File: src/rtl/quant2_agc.sv
// 2-bit adaptive quantizer: DC-offset removal with saturation, threshold compare,
// and an integrate-and-dump loop that steers the threshold. Optional: QUANT2_THR_OVERRIDE_EN.
module quant2_agc #(
  parameter int PERIOD_LOG2 = 19,
  parameter int TARGET      = 84,
  parameter int DEADBAND    = 4,
  parameter int T_INIT      = 16,
  parameter int T_MIN       = 1,
  parameter int T_MAX       = 127,
  parameter int STEP        = 1
) (
  input  logic       clk,
  input  logic       rst_n,
  input  logic [7:0] x,
  input  logic [7:0] dc_off,
  input  logic       en,
`ifdef QUANT2_THR_OVERRIDE_EN
  input  logic       thr_ovr_sel,
  input  logic [6:0] thr_ovr,
`endif
  output logic [1:0] q,
  output logic [6:0] thr,
  output logic [7:0] frac,
  output logic       dump,
  output logic       lock
);

  localparam int N    = PERIOD_LOG2;
  localparam int LO_I = (TARGET > DEADBAND) ? (TARGET - DEADBAND) : 0;

  localparam logic [8:0] HI9    = 9'(TARGET + DEADBAND);
  localparam logic [8:0] LO9    = 9'(LO_I);
  localparam logic [8:0] STEP9  = 9'(STEP);
  localparam logic [8:0] TMAX9  = 9'(T_MAX);
  localparam logic [8:0] TMIN9  = 9'(T_MIN);
  localparam logic [6:0] TINIT7 = 7'(T_INIT);

  logic [7:0]   v_q, v_d;
  logic [1:0]   q_q, q_d;
  logic [6:0]   thr_q, thr_d;
  logic [7:0]   frac_q, frac_d;
  logic         dump_q, dump_d;
  logic         lock_q, lock_d;
  logic [1:0]   run_q, run_d;
  logic [N-1:0] c_q, c_d;
  logic [N-1:0] o_q, o_d;

  logic [8:0]        d;
  logic [6:0]        t_sel;
  logic signed [8:0] v9, t9;
  logic              terminal, above, below;
  logic [7:0]        frac_new;
  logic [8:0]        thr9;
  logic              ovr_active;

`ifdef QUANT2_THR_OVERRIDE_EN
  assign ovr_active = thr_ovr_sel;
  assign t_sel      = thr_ovr_sel ? thr_ovr : thr_q;
`else
  assign ovr_active = 1'b0;
  assign t_sel      = thr_q;
`endif

  assign terminal = &c_q;
  assign frac_new = o_q[N-1 -: 8];
  assign thr9     = {2'b00, thr_q};
  assign above    = {1'b0, frac_new} > HI9;
  assign below    = {1'b0, frac_new} < LO9;

  // NOTE: every variable driven here gets a default first so no latch is inferred.
  always_comb begin
    d   = {x[7], x} - {dc_off[7], dc_off};
    v_d = d[7:0];
    // Overflow out of 8 bits shows up as the two top bits disagreeing.
    if (d[8] != d[7]) v_d = d[8] ? 8'h80 : 8'h7f;

    v9 = {v_q[7], v_q};
    t9 = {2'b00, t_sel};
    if (v9 >= t9)        q_d = 2'b01;
    else if (v9 >= 9'sd0) q_d = 2'b00;
    else if (v9 >= -t9)  q_d = 2'b11;
    else                 q_d = 2'b10;

    c_d    = c_q + 1'b1;
    o_d    = terminal ? '0 : o_q + N'(q_q[1] ^ q_q[0]);
    frac_d = terminal ? frac_new : frac_q;
    dump_d = terminal;

    thr_d  = thr_q;
    run_d  = run_q;
    lock_d = lock_q;
    if (!en) begin
      run_d  = 2'd0;
      lock_d = 1'b0;
    end else if (terminal) begin
      if (above) begin
        thr_d = (thr9 + STEP9 > TMAX9) ? TMAX9[6:0] : 7'(thr9 + STEP9);
      end else if (below) begin
        thr_d = (thr9 < TMIN9 + STEP9) ? TMIN9[6:0] : 7'(thr9 - STEP9);
      end
      if (above || below) begin
        run_d  = 2'd0;
        lock_d = 1'b0;
      end else begin
        lock_d = (run_q == 2'd3);
        run_d  = (run_q == 2'd3) ? 2'd3 : run_q + 2'd1;
      end
    end
  end

  // NOTE: sequential state uses non-blocking assignments so all registers update together.
  always_ff @(posedge clk or negedge rst_n) begin
    if (!rst_n) begin
      v_q    <= '0;
      q_q    <= '0;
      thr_q  <= TINIT7;
      frac_q <= '0;
      dump_q <= 1'b0;
      lock_q <= 1'b0;
      run_q  <= '0;
      c_q    <= '0;
      o_q    <= '0;
    end else begin
      v_q    <= v_d;
      q_q    <= q_d;
      thr_q  <= thr_d;
      frac_q <= frac_d;
      dump_q <= dump_d;
      lock_q <= lock_d;
      run_q  <= run_d;
      c_q    <= c_d;
      o_q    <= o_d;
    end
  end

  assign q    = q_q;
  assign thr  = thr_q;
  assign frac = frac_q;
  assign dump = dump_q;
  assign lock = lock_q & ~ovr_active;

endmodule

File: config.mk
export PLATFORM = sky130hd
export DESIGN_NAME = quant2_agc
export DESIGN_NICKNAME = d
export VERILOG_FILES = /design/src/rtl/quant2_agc.sv
export SDC_FILE = /design/constraint.sdc
export NUM_CORES = 1
export LEC_CHECK = 0
export BUFFER_PORTS_ARGS = -buffer_cell sky130_fd_sc_hd__buf_2
export CAP_MARGIN = 5
export CORE_ASPECT_RATIO = 0.7
export CORE_MARGIN = 2
export CORE_UTILIZATION = 60
export DETAILED_ROUTE_END_ITERATION = 6
export PLACE_DENSITY = 0.81
export SYNTH_ARGS = -nofsm -noshare
export SYNTH_HDL_FRONTEND = slang
export SYNTH_SLANG_ARGS = --single-unit
File: constraint.sdc
create_clock -name clk -period 2.9 [get_ports clk]
set_input_delay 0.29 -clock clk [delete_from_list [all_inputs] [get_ports clk]]
set_output_delay 0.29 -clock clk [all_outputs]
set_load 0.03 [all_outputs]
After elaboration in Yosys (flattened, before gate mapping)
Index checks and enable logic that the tools add are counted.
{ "classes": {"add_sub_neg": 7, "order_cmp": 7, "eq_ne": 3, "n_mux": 17, "n_bitwise": 1, "reduce_logical": 4} }
{ "ops": {"columns": ["cell", "count"], "rows": [
  ["$mux W7", 4],
  ["$reduce_and A21 Y1", 1],
  ["$add A19 B1 Y19", 1],
  ["$add A19 B1 Y19 const B", 1],
  ["$mux W19", 1],
  ["$reduce_and A19 Y1", 1],
  ["$mux W8", 2],
  ["$mux W2", 6],
  ["$ge A8 B9 Y1", 1],
  ["$gt A9 B7 Y1 const B", 1],
  ["$neg A7 Y9", 1],
  ["$sub A8 B8 Y9", 1],
  ["$add A7 B1 Y8 const B", 1],
  ["$ge A8 B1 Y1 const B", 1],
  ["$ge A8 B8 Y1", 1],
  ["$gt A8 B7 Y1 const B", 1],
  ["$lt A8 B7 Y1 const B", 1],
  ["$lt A7 B2 Y1 const B", 1],
  ["$sub A7 B1 Y7 const B", 1],
  ["$mux W1", 4],
  ["$add A2 B1 Y2 const B", 1],
  ["$eq A2 B2 Y1 const B", 1],
  ["$ne A2 B1 Y1 const B", 1],
  ["$reduce_bool A2 Y1", 1],
  ["other kinds (3)", 3]
]} }
{ "word_totals": {"register_bits": 67, "inputBits": 19, "output_inout_bits": 19, "word_cells": 48} }

Logic depth before layout (Yosys ltp)
Gate-level depths: netlist of run 1.
{ "depth": {"word_depth": 5, "depth_mapped": 11} }

Least setup slack after synthesis of run 1
Ideal clock, no wire load.
{ "synth_path": {"path_kind": "register to register", "start": "register thr_q[0] (netlist: thr[0])", "end": "register q_q[0] (netlist: q[0])", "t_arrival_ns": 2.405, "required_ns": 2.778, "path_slack_ns": 0.374, "path_stages_with_launch": 12, "path_cell_list": "dfrtp_1 > clkbuf_1 > inv_1 > ha_1 > and3_1 > xnor2_1 > ha_1 > a21o_1 > a21o_1 > a21oi_1 > o31ai_1 > a32o_1"} }
{ "synth_via": {"elab_chain_len": 5, "word_cells_on_any_way": 6} }
{ "synth_rtl": {"columns": ["item", "line_no", "rtl"], "rows": [
  ["from (decl)", "40", "logic [6:0] thr_q, thr_d;"],
  ["from (signal assigned)", "126", "thr_q <= thr_d;"],
  ["$neg A7 Y9", "81", "else if (v9 >= -t9) q_d = 2'b11;"],
  ["$ge A8 B9 Y1", "81", null],
  ["$mux W1", "81", null],
  ["$mux W2", "80", "else if (v9 >= 9'sd0) q_d = 2'b00;"],
  ["$mux W2 *", "79", "if (v9 >= t9) q_d = 2'b01;"],
  ["net q_d[0]", "39", "logic [1:0] q_q, q_d;"],
  ["to (signal assigned)", "125", "q_q <= q_d;"],
  ["to (decl)", "39", null]
]} }
Mark *: on every way through the listed nets, which the timed path passes. The rest lies on a longest branch.
A chain may end at the register's enable or synchronous reset.

Worst setup path in the final report of run 1
{ "layout_path": {"start": "register thr_q[2] (netlist: thr[2])", "end": "register q_q[0] (netlist: q[0])"} }
Same word-level chain as after synthesis.

==> flow_summary.ini, run 1 <==
[cts]
post_cts_resized = 0
cts_hold_buf = 0
clkTransAtPathRegs_ns = 0.07
postCtsSetupRepairBufs = 0
clockBufferDepth = 2
clkLatencyLatePin_ns = 0.34
ctsRootBufferMaster = clkbuf_8
cts_made_buffers = 9
cts_tree = done
h-tree-depth = 3
cts.sinks = 67

[timing]
layout_min_cycle_time_ns = 2.52
fin_crit_sh_pct = 86.9
clock_skew_ns = 0.00870
hold_violations = 0
setup_viol = 0
slew_headroom_pct = 44.6
slew_viol_final = 0
rsz0062_at_grt = no
worstMarginPinSlew_ns = 0.830
setup_tns_ns = 0
clock.fmax_mhz = 397

[route]
final_antenna_net_count = 0
drcViolationCount = 0
drt-initial-drc-count = 260
drtPass1Iterations = 5
num_vias = 3130
detail_route.wirelength_um = 7910
viasPerCell = 5.94
wire_per_inst_um = 15.0

[synthesis]
async_reset_ff_share_pct = 100
seq_area_frac_synth_pct = 42.2
yosysTopAreaCellShare_pct = 41.5
syn_area_um2 = 3980
syn_nets = 452
synth.avg_cell_area_um2 = 9.87
yosys_warnings = 0
ys_ff_latch = 67
synth_top_area_cell = dfrtp_1
synth_edf_count = 0
syn_inst = 403
synthFlopType = dfrtp_1
synth_cell_types = 59
synth_area_leaders = dfrtp_1 (42%), ha_1 (9.1%), xnor2_1 (5.5%), xor2_1 (4.0%), nor2_1 (3.1%)

[status]
status = complete, no violations

[setup_path]
cp-start-kind = flip-flop
rrSetupSlack_ns = 0.38
worst_path_max_delay_cell = dfrtp_1
cp.required_ns = 3.13
arrival_ns = 2.75
critPathCaptureType = flip-flop
crit_start = thr[2]
path_cells = or3_1 > nor3_1 > xnor2_1 > ha_1 > a21o_1 > a21o_1 > a21oi_1 > o31ai_1 > a32o_1
cp_common_cell = a21o_1
r2r_end = q[0]
crit_fanout = 12
path_class = reg -> reg
r2r_start = thr[2]
worst_path_largest_cell_delay_ns = 0.53
reg2reg_depth = 9

[floorplanning]
num_rows = 24
die-area_um2 = 7310
num_io_pins = 38
die_h_um = 72.1
initial_utilization_pct = 63.1
fp.dieW_um = 101
core-area_um2 = 6310

[pwr]
powerDensity_nw_per_um2 = 533
leakage_nw = 2.16
p_total_w = 0.00238
peakVddDrop_mv = 0.482

[global_routing]
grt_max_degree = 68
grt_use_met3_pct = 6.26
track_usage_pct = 23.7
gr-usage-met1_pct = 33.9
grt_overflow = 0
first_global_vias = 2942
antenna_found_initial = 0
top_usage_layer = met2
met2_usage_pct = 35.5
grt_pass1_wl_um = 13500

[placed_design]
dp_hpwl_um = 5650
io_buffers = 37
routabilityCongestion = 0.919

[finish]
drive_gt1_share_pct = 15.4
fillCellCount = 480
layout.nets = 493
area_delta_synth_final_pct = 12.0
diodes = 0

[run]
cap_violations = 0

[hold_path]
hp-class = in -> async
where the power goes:
part / internal [W] / total [W] / leakage [nW] / switching, W
Clock: 0.000595 / 0.000938 / 0.117 / 0.000343
Combinational: 0.000165 / 0.000357 / 1.17 / 0.000192
Sequential: 0.00101 / 0.00108 / 0.869 / 0.0000679
registers in the layout, summed over array words and instances, names as in the netlist:
name,cells
c_q,19
o_q,19
frac,8
v_q,8
thr,7
q,2
run_q,2
dump,1
lock,1
metrics by stage:
stage	hold slack, ns	worst slack, ns	cell area [um2]	instances	utilization, %
6_report	0.127	0.381	4460	527	70.7
5_1_grt	0.198	0.176	4460	527	70.7
4_1_cts	0.143	0.418	4460	527	70.7
3_5_place_dp	0.458	0.440	4210	511	66.8
3_3_place_gp	0.456	0.529	4210	511	66.8
2_1_floorplan	-0.00559	0.374	3980	403	-
cells in the final DEF (no fill, tap or decap), types with 3 or more instances in the layout:
| master | instances |
|---|---|
| o31ai_1 | 4 |
| nor2b_1 | 6 |
| o211ai_1 | 10 |
| clkbuf_8 | 10 |
| inv_1 | 27 |
| nand2_1 | 24 |
| mux2i_1 | 3 |
| or3_1 | 7 |
| o21ai_0 | 14 |
| and4_1 | 4 |
| ha_1 | 29 |
| buf_4 | 4 |
| xnor2_1 | 25 |
| nand2b_1 | 3 |
| xor2_1 | 18 |
| buf_2 | 37 |
| nor2_1 | 33 |
| a21oi_1 | 20 |
| bufinv_16 | 3 |
| nand3_1 | 12 |
| a21o_1 | 6 |
| nand4_1 | 14 |
| nor3_1 | 13 |
| and3_1 | 7 |
| mux2_2 | 8 |
| dfrtp_1 | 66 |
cell usage after synthesis (all sizes together), types with 2 or more instances:
library cell  count
dfrtp            66
nor2             33
ha               29
inv              27
xnor2            25
nand2            24
a21oi            21
xor2             18
o21ai            16
nand4            15
nor3             13
nand3            12
o211ai           10
mux2              8
and3              7
or3               7
a21o              6
clkbuf            6
nor2b             6
buf               5
and4              4
o31ai             4
mux2i             3
nand2b            3
nor4              3
a211oi            2
a22oi             2
a31oi             2
nor4bb            2
o21a              2
o311ai            2
cell type report:
| type | instances | area, um2 | share of cell area, % |
|---|---|---|---|
| clock buffer | 12 | 145 | 3.26 |
| clock inverter | 4 | 97.6 | 2.19 |
| multi-input combinational | 298 | 2120 | 47.6 |
| timing repair buffer | 41 | 215 | 4.83 |
| tap | 78 | 97.6 | 2.19 |
| inverter | 27 | 101 | 2.27 |
| sequential | 67 | 1680 | 37.6 |
kinds of logic (layout without fill, tap and decap cells):
| group | count (synthesis) | after routing | synth area share (%) |
|---|---|---|---|
| adder cells (fa/ha/maj) | 30 | 30 | 9.62 |
| AND/OR/NAND/NOR | 134 | 134 | 17.8 |
| XOR/XNOR | 43 | 43 | 9.47 |
| multiplexers | 11 | 11 | 3.02 |
| flip-flops | 67 | 67 | 42.2 |
| AO/OA/AOI/OAI | 80 | 80 | 13.4 |
| buffers and inverters | 38 | 84 | 4.50 |
layer usage:
| metal | vias up | wire length, um | part of all wire [%] |
|---|---|---|---|
| met2 | 105 | 3410 | 43 |
| met5 | - | 0 | 0 |
| met1 | 1484 | 3910 | 49 |
| met3 | 14 | 494 | 6.2 |
| met4 | 0 | 100 | 1.3 |
| li1 | 1527 | - | - |
how the worst max path moves through the flow:
| stage | to | slack [ns] | cells after the start |
|---|---|---|---|
| floorplan | q[0] | 0.37 | 11 |
| CTS | q[0] | 0.42 | 9 |
| global route | thr[0] | 0.18 | 7 |
| detailed placement | q[0] | 0.44 | 9 |
| finish | q[0] | 0.38 | 9 |
| global placement | q[0] | 0.53 | 9 |
critical path, delay by kind of cell, from the launching register on:
family / cells / cell delay, ns
compound gates: 5 / 0.84
simple gates: 2 / 0.58
flops: 1 / 0.53
fa+ha+maj: 1 / 0.28
xor+xnor: 1 / 0.18
No activity file was read; power rests on OpenSTA's default activity.
==> inputs of run 2 (changes only) <==
--- a/config.mk
+++ b/config.mk
@@ -7,11 +7,13 @@
 export LEC_CHECK = 0
 export BUFFER_PORTS_ARGS = -buffer_cell sky130_fd_sc_hd__buf_2
 export CAP_MARGIN = 5
+export CELL_PAD_IN_SITES_DETAIL_PLACEMENT = 2
+export CELL_PAD_IN_SITES_GLOBAL_PLACEMENT = 2
 export CORE_ASPECT_RATIO = 0.7
 export CORE_MARGIN = 2
-export CORE_UTILIZATION = 60
+export CORE_UTILIZATION = 38
 export DETAILED_ROUTE_END_ITERATION = 6
-export PLACE_DENSITY = 0.81
+export PLACE_DENSITY_LB_ADDON = 0.1
 export SYNTH_ARGS = -nofsm -noshare
 export SYNTH_HDL_FRONTEND = slang
 export SYNTH_SLANG_ARGS = --single-unit
==> run 2 against run 1 <==
Worst hold slack better by 0.13 ns. Wire length up 36%. Combinational power grew 7.8%. Via count is 2.9% higher. Final area rose by 3.9%. Utilization fell by 26 points. Maximum frequency decreased by 3.4%. Power is 10% higher. Flip-flop and latch count did not move. Largest cell class unchanged. Non-clock buffer count grew 4. Setup slack got worse by 0.088 ns. Die area is 55% higher.
==> flow_summary.ini, run 2 (synthesized netlist as in run 1, its figures left out) <==
[placed_design]
dpl_cell_area_um2 = 4320
dp.cells = 568
io_buffers = 37
dp_hpwl_um = 7750
routabilityCongestion = 0.804

[timing]
timing.hold.ws_ns = 0.261
fin_crit_sh_pct = 89.9
rsz0062_at_grt = no
hold_violations = 0
layout_min_cycle_time_ns = 2.61
worstMarginPinSlew_ns = 0.628
setup_tns_ns = 0
setup_viol = 0
clock.fmax_mhz = 384
slew_viol_final = 0
slew_headroom_pct = 57.8
clock_skew_ns = 0.00616

[setup_path]
arrival_ns = 2.81
critPathCaptureType = flip-flop
cp-start-kind = flip-flop
path_class = reg -> reg
cp.required_ns = 3.11
crit_fanout = 8

[finish]
area_delta_synth_final_pct = 16.4
largest_registers = c_q: 19 flops, o_q: 19 flops
layout_commonest_cell = dfrtp_1
final_area_um2 = 4630
fillCellCount = 1099
fin_cells = 582
layout.nets = 497
diodes = 0
final_cell_mix = dfrtp_1 (66), buf_2 (37), nor2_1 (33)
drive_gt1_share_pct = 15.8

[cts]
h-tree-depth = 3
cts_hold_buf = 1
ctsRootBufferMaster = clkbuf_16
cts_tree = done
cts.sinks = 67
clkLatencyLatePin_ns = 0.33
clkTransAtPathRegs_ns = 0.06
clockBufferDepth = 2
postCtsSetupRepairBufs = 0
post_cts_resized = 0
cts_made_buffers = 9

[global_routing]
grt_max_degree = 25
first_global_vias = 3379
grt_pass1_wl_um = 18000
track_usage_pct = 20.4
antenna_found_initial = 0
grt_overflow = 0

[floorplanning]
core-area_um2 = 10300
die_h_um = 89.6
num_io_pins = 38
num_rows = 31
fp.dieW_um = 126
initial_utilization_pct = 38.7
die-area_um2 = 11300

[pwr]
peakVddDrop_mv = 0.270
powerDensity_nw_per_um2 = 566
leakage_nw = 2.21

[route]
num_vias = 3221
final_antenna_net_count = 0
drt-initial-drc-count = 151
detail_route.wirelength_um = 10800
wire_per_inst_um = 18.5
viasPerCell = 5.53
drcViolationCount = 0
drtPass1Iterations = 4

[run]
cap_violations = 0

[status]
status = complete, no violations

[hold_path]
hp-class = in -> reg
run 2: cell count changes in the layout (fill, tap and decap cells not counted), sizes merged:
cell,previous run,this run
buf,41,44
clkbuf,12,10
bufinv,3,2
clkinv,0,1
clkinvlp,1,0
dlygate4sd3,0,1
run 2: layer usage:
metal	share of wire (%)	GRT usage, %
met3	2.7	4.56
met4	1.3	6.09
met2	47	33.2
met5	0	0
met1	49	27.7
run 2: power by group:
| part | switching [W] | internal, W |
|---|---|---|
| combinational | 0.000214 | 0.000170 |
| sequential | 0.0000734 | 0.00101 |
| clock | 0.000391 | 0.000760 |
| total | 0.000678 | 0.00194 |
run 2: stage by stage:
stage	utilization [%]	total power (W)	setup slack [ns]
6_report	45.1	0.00262	0.293
5_1_grt	45.1	0.00276	0.121
4_1_cts	45.1	0.00266	0.305
3_5_place_dp	42.0	0.00148	0.422
3_3_place_gp	42.0	0.00145	0.537
2_1_floorplan	-	0.00134	0.374
run 2: cell type report:
| class | instances | area, um2 | share of cell area (%) |
|---|---|---|---|
| sequential | 67 | 1680 | 36.2 |
| clock buffer | 10 | 239 | 5.16 |
| tap | 132 | 165 | 3.57 |
| timing repair buffer | 45 | 260 | 5.62 |
| multi-input combinational | 298 | 2120 | 45.8 |
| clock inverter | 3 | 65.1 | 1.41 |
| inverter | 27 | 101 | 2.19 |
run 2: worst max-delay path, cell delays in order (launching register included):
cell	delay [ns]
dfrtp_1	0.47
or3_1	0.40
nor3_1	0.20
xnor2_1	0.21
ha_1	0.30
a21o_1	0.19
a21o_1	0.18
a21oi_1	0.14
o31ai_1	0.12
a32o_1	0.28
run 2: final timing paths:
kind / startpoint / to / slack (ns) / cells past startpoint
max in group asynchronous: rst_n / c_q[11] / 1.69 / 3
worst max register to register: thr[3] / q[0] / 0.29 / 9
worst min register to register: c_q[17] / c_q[17] / 0.47 / 1
min in group asynchronous: rst_n / o_q[12] / 0.49 / 2
worst max-delay path: thr[3] / q[0] / 0.29 / 9
worst min-delay path: en / lock / 0.26 / 3
